[src/rtl/gpio_mmio.sv]
// Purpose: memory-mapped GPIO with 2-flop input sync, per-bit debounce, sticky W1C rising-edge capture, output reg, level IRQ.
// Latency: reads return data the cycle after re_i; input change reaches DATA_IN DEB_CYCLES+1 edges after first sample.
// Backpressure: none; every bus access completes in one cycle, no wait states.
// Ports: clk_i/reset_i (sync, active-low) | addr_i, we_i, re_i, wdata_i, rdata_o: word-indexed register bus
//        GPIO_i: async inputs | GPIO_o: DATA_OUT flops | irq_o: |(EDGE & IRQ_EN)
// Map: 0 DATA_IN (RO), 1 DATA_OUT (RW), 2 EDGE (RO/W1C), 3 IRQ_EN (RW); unused upper bits read 0.
module gpio_mmio #(
  parameter int DEB_CYCLES = 4,
  parameter int WIDTH      = 8
) (
  input  logic             clk_i,
  input  logic             reset_i,
  input  logic [1:0]       addr_i,
  input  logic             we_i,
  input  logic             re_i,
  input  logic [31:0]      wdata_i,
  output logic [31:0]      rdata_o,
  input  logic [WIDTH-1:0] GPIO_i,
  output logic [WIDTH-1:0] GPIO_o,
  output logic             irq_o
);

  localparam logic [7:0] DEB_LAST = 8'(DEB_CYCLES - 1);

  logic [WIDTH-1:0] sync1, sync2, deb, deb_nxt, rise;
  logic [WIDTH-1:0] data_out, edge_reg, edge_nxt, irq_en, w1c_mask, rd_sel;
  logic [7:0]       cnt     [WIDTH];
  logic [7:0]       cnt_nxt [WIDTH];
  logic             unused_wdata;

  assign unused_wdata = ^wdata_i[31:WIDTH];

  // Debounce: a bit flips only after sync2 has disagreed with deb for
  // DEB_CYCLES consecutive cycles; any agreement restarts the count.
  always_comb begin
    deb_nxt = deb;
    for (int i = 0; i < WIDTH; i++) begin
      cnt_nxt[i] = 8'd0;
      if (sync2[i] != deb[i]) begin
        if (cnt[i] == DEB_LAST) deb_nxt[i] = sync2[i];
        else                    cnt_nxt[i] = cnt[i] + 8'd1;
      end
    end
  end

  assign rise     = deb_nxt & ~deb;
  assign w1c_mask = (we_i && addr_i == 2'd2) ? wdata_i[WIDTH-1:0] : '0;
  // A rising edge on the same cycle as its clear must not be lost.
  assign edge_nxt = (edge_reg & ~w1c_mask) | rise;

  always_comb begin
    rd_sel = '0;
    case (addr_i)
      2'd0:    rd_sel = deb;
      2'd1:    rd_sel = data_out;
      2'd2:    rd_sel = edge_reg;
      default: rd_sel = irq_en;
    endcase
  end

  always_ff @(posedge clk_i) begin
    if (!reset_i) begin
      sync1    <= '0;
      sync2    <= '0;
      deb      <= '0;
      data_out <= '0;
      edge_reg <= '0;
      irq_en   <= '0;
      rdata_o  <= '0;
      for (int i = 0; i < WIDTH; i++) cnt[i] <= 8'd0;
    end else begin
      sync1    <= GPIO_i;
      sync2    <= sync1;
      deb      <= deb_nxt;
      edge_reg <= edge_nxt;
      for (int i = 0; i < WIDTH; i++) cnt[i] <= cnt_nxt[i];
      if (we_i && addr_i == 2'd1) data_out <= wdata_i[WIDTH-1:0];
      if (we_i && addr_i == 2'd3) irq_en   <= wdata_i[WIDTH-1:0];
      // rd_sel sees pre-edge state, so a read racing a write returns the old value.
      rdata_o  <= re_i ? 32'(rd_sel) : 32'd0;
    end
  end

  assign GPIO_o = data_out;
  assign irq_o  = |(edge_reg & irq_en);

endmodule

[config.mk]
export PLATFORM = sky130hd
export DESIGN_NAME = gpio_mmio
export DESIGN_NICKNAME = d
export VERILOG_FILES = /design/src/rtl/gpio_mmio.sv
export SDC_FILE = /design/constraint.sdc
export NUM_CORES = 1
export LEC_CHECK = 0
export ABC_AREA = 1
export BUFFER_PORTS_ARGS = -buffer_cell sky130_fd_sc_hd__buf_2
export CORE_ASPECT_RATIO = 0.8
export CORE_UTILIZATION = 40
export CTS_CLUSTER_SIZE = 10
export DETAILED_ROUTE_END_ITERATION = 8
export PLACE_DENSITY = 0.62
export SYNTH_ARGS = -nofsm -noshare
export SYNTH_HDL_FRONTEND = slang
export SYNTH_SLANG_ARGS = --single-unit
[constraint.sdc]
create_clock -name clk_i -period 2.1 [get_ports clk_i]
set_clock_uncertainty 0.1 [all_clocks]
set_input_delay 0.21 -clock clk_i [delete_from_list [all_inputs] [get_ports clk_i]]
set_output_delay 0.21 -clock clk_i [all_outputs]
set_load 0.02 [all_outputs]
==> impl_metrics.ini <==
[status]
status = finished clean

[power_and_ir_drop]
power.density_nw_per_um2 = 871.0
power.leakage_nw = 2.873
irDropWorstVdd_mv = 0.5455

[job]
cap_violations = 0

[detailed_routing]
dr_total_vias = 4465
wl_per_cell_um = 10.79
postRouteAntennaNets = 0
drt_iter0_drc = 246
drt_first_pass_iters = 5
avgViaCountPerCell = 4.443
routed_wl_mm = 10.84
drc = 0

[sta]
rsz0062_at_grt = no
setup_violations = 0
timing.slew.headroom_pct = 61.66
min_period_ns = 1.636
fin_setup_tns_ns = 0
timing.final.ws_setup_ns = 0.4642
hold_viol = 0
max_freq_ghz = 0.6113
finalMaxSlewViolations = 0
final.period_utilization_pct = 77.90
worst_pin_slew_ns = 0.5712

[cells_and_area]
multiInputGateArea_um2 = 2347
stdcell_area_um2 = 6366
final_nets = 871
diodes = 0
layout-drive-gt1-share_pct = 11.08
seqCellArea_um2 = 2402
largest_register_ff_count = 64
nFillCells = 1276
largest-register = cnt
area_delta_synth_final_pct = 19.35

[synthesis]
syn-cell-area_um2 = 5334
synth_cell_type_count = 31
synth_xor_area_share_pct = 2.463
yosys_warnings = 0
synth_top_cell_area_share_pct = 45.04
synthCells = 752
yosys-top-cells-area = dfxtp_1, nand2_1, nor2_1
yosys.area_share.adder_pct = 1.877
muxShareOfSynthArea_pct = 0
synth_compound_area_share_pct = 7.811
synth_seq_cells = 120
synthSimpleGateAreaFrac_pct = 30.17
synth_top_family_by_area = simple AND/OR/NAND/NOR gates
syn_avg_cell_area_um2 = 7.093
yosys.area.top_type = dfxtp_1
yosysSeqAreaShare_pct = 45.04

[placed_design]
pre_cts_slack_ns = 0.6171
place_area_um2 = 5627
dp_hpwl_mm = 7.381
port_buffers = 38
gp_congestion = 0.8167

[critical_path]
r2r_end = cnt[1][6]$_SDFF_PP0_
critPathCaptureType = output pin
path_cells = a22o_1 -> nor2_1 -> nand2_1 -> buf_2
critPathArrivalTime_ns = 1.33
reg2reg_slack_ns = 0.62
worst_path_max_delay_cell = dfxtp_1
required_ns = 1.79
cpPeakStageDelay_ns = 0.34
critPathKind = flip-flop to output pin
rr_startpoint = cnt[1][0]$_SDFF_PP0_
path_max_fanout = 3
critPathLaunchType = flip-flop
r2r_cells = 4

[clock_network]
cts_sinks = 120
cts_tree = built
insertion_delay_ns = 0.41
clk_pin_slew_ns = 0.05
cts_buffers = 17
cts-resized-gates = 0
cts_htree_levels = 4
max-clock-path-buffers = 2
clockRootBuffer = clkbuf_16

[floorplan]
die_y_um = 105.3
die_w_um = 131.1
start_util_pct = 41.30
io_pins = 87
dieArea_um2 = 13800
core_um2 = 12920
rows = 37

[grt]
antenna_found_initial = 0
grt_first_pass_wirelength_mm = 18.59
grt.total_usage_pct = 16.95
grt_max_degree = 19
grt_overflow = 0
grt_pass1_vias = 4021

[worst_hold_path]
min_to = GPIO_o[3]$_SDFFE_PN0P_
hold_start = wdata_i[3]
holdPathStages = 3
hold_class = input pin to flip-flop
cells by family after synthesis:
logic type | after synthesis
buffers and inverters | 146
DFF | 120
adders and majority gates | 8
xor gates and xnor gates | 15
AOI/OAI and AO/OA | 79
other | 1
and+or+nand+nor | 383
layer usage:
| metal | track usage (%) | up-vias | wire (um) |
|---|---|---|---|
| met5 | 0 | - | 0 |
| met4 | 6.303 | 0 | 75 |
| met3 | 5.243 | 7 | 621 |
| met2 | 24.96 | 103 | 4539 |
| met1 | 23.13 | 1925 | 5603 |
| li1 | - | 2430 | - |
worst max path at each step:
stage                                       from  slack [ns]  depth (start not counted)                     to
after CTS                 edge_reg[4]$_SDFF_PN0_        0.45                          4                  irq_o
after floorplan            cnt[0][16]$_SDFF_PP0_        0.84                          6  cnt[0][22]$_SDFF_PP0_
after global placement                   reset_i        0.62                          7  cnt[0][29]$_SDFF_PP0_
after detailed placement    cnt[1][0]$_SDFF_PP0_        0.62                          4   cnt[1][6]$_SDFF_PP0_
final                     edge_reg[2]$_SDFF_PN0_        0.46                          4                  irq_o
after global routing      edge_reg[2]$_SDFF_PN0_        0.37                          4                  irq_o
area by class of cell:
class                      count  area share (%)
inverter                     112           6.643
tap                          175           3.439
clock inverter                 8           1.847
multi-input combinational    509           36.87
sequential                   120           37.74
clock buffer                  24           7.724
timing repair buffer          57           5.739
layout by cell type, fill, tap and decap left out, drive strengths merged, types with 12 or more instances in the layout:
cell type      n
o21ai         28
dlygate4sd3   13
clkbuf        24
nor2         120
inv          112
conb          24
dfxtp        120
buf           44
nand3         56
nand4         12
nand2        179
a21oi         46
critical path: cells and delay by family (launching register included):
family | cells | cell delay (ns)
AO/OA/AOI/OAI | 1 | 0.25
flip-flops | 1 | 0.34
AND/OR/NAND/NOR | 2 | 0.17
buffers and inverters | 1 | 0.16
per-stage QoR:
step           utilization [%]  hold slack, ns  instances  power, mW
2_1_floorplan                -          0.2076        775      2.551
3_3_place_gp             43.56          0.2921        960      2.586
3_5_place_dp             43.56          0.2963        960      2.586
4_1_cts                  49.29        0.002327       1005      5.611
5_1_grt                  49.29        0.009069       1005      5.757
6_report                 49.29         0.01075       1005      5.545
report_power, final:
group	switching (mW)	internal (mW)	leakage, nW
Combinational	0.156	0.0709	1.60
Clock	1.00	1.98	0.300
Sequential	0.0200	2.31	0.972
synthesized netlist by cell type:
master    count
a21oi_1      46
a22o_1        4
buf_2         3
buf_4        25
buf_6         3
clkbuf_1      3
conb_1        1
dfxtp_1     120
ha_1          8
inv_1       106
inv_2         5
inv_4         1
nand2_1     175
nand2_2       3
nand2_4       1
nand2b_1      1
nand3_1      56
nand3b_1      3
nand4_1      12
nor2_1      117
nor2_2        1
nor2_4        2
nor3_1        7
nor3_2        1
o21ai_0      25
o21ai_1       2
o21ai_2       1
o21bai_1      1
or2_2         4
xnor2_1       4
xor2_1       11
repair_timing:
item	4_1_cts	5_1_grt
hold buffers	13	0
buffers inserted	0	0
hold endpoints to repair	16	0
Power figures use the tool's default switching activity.
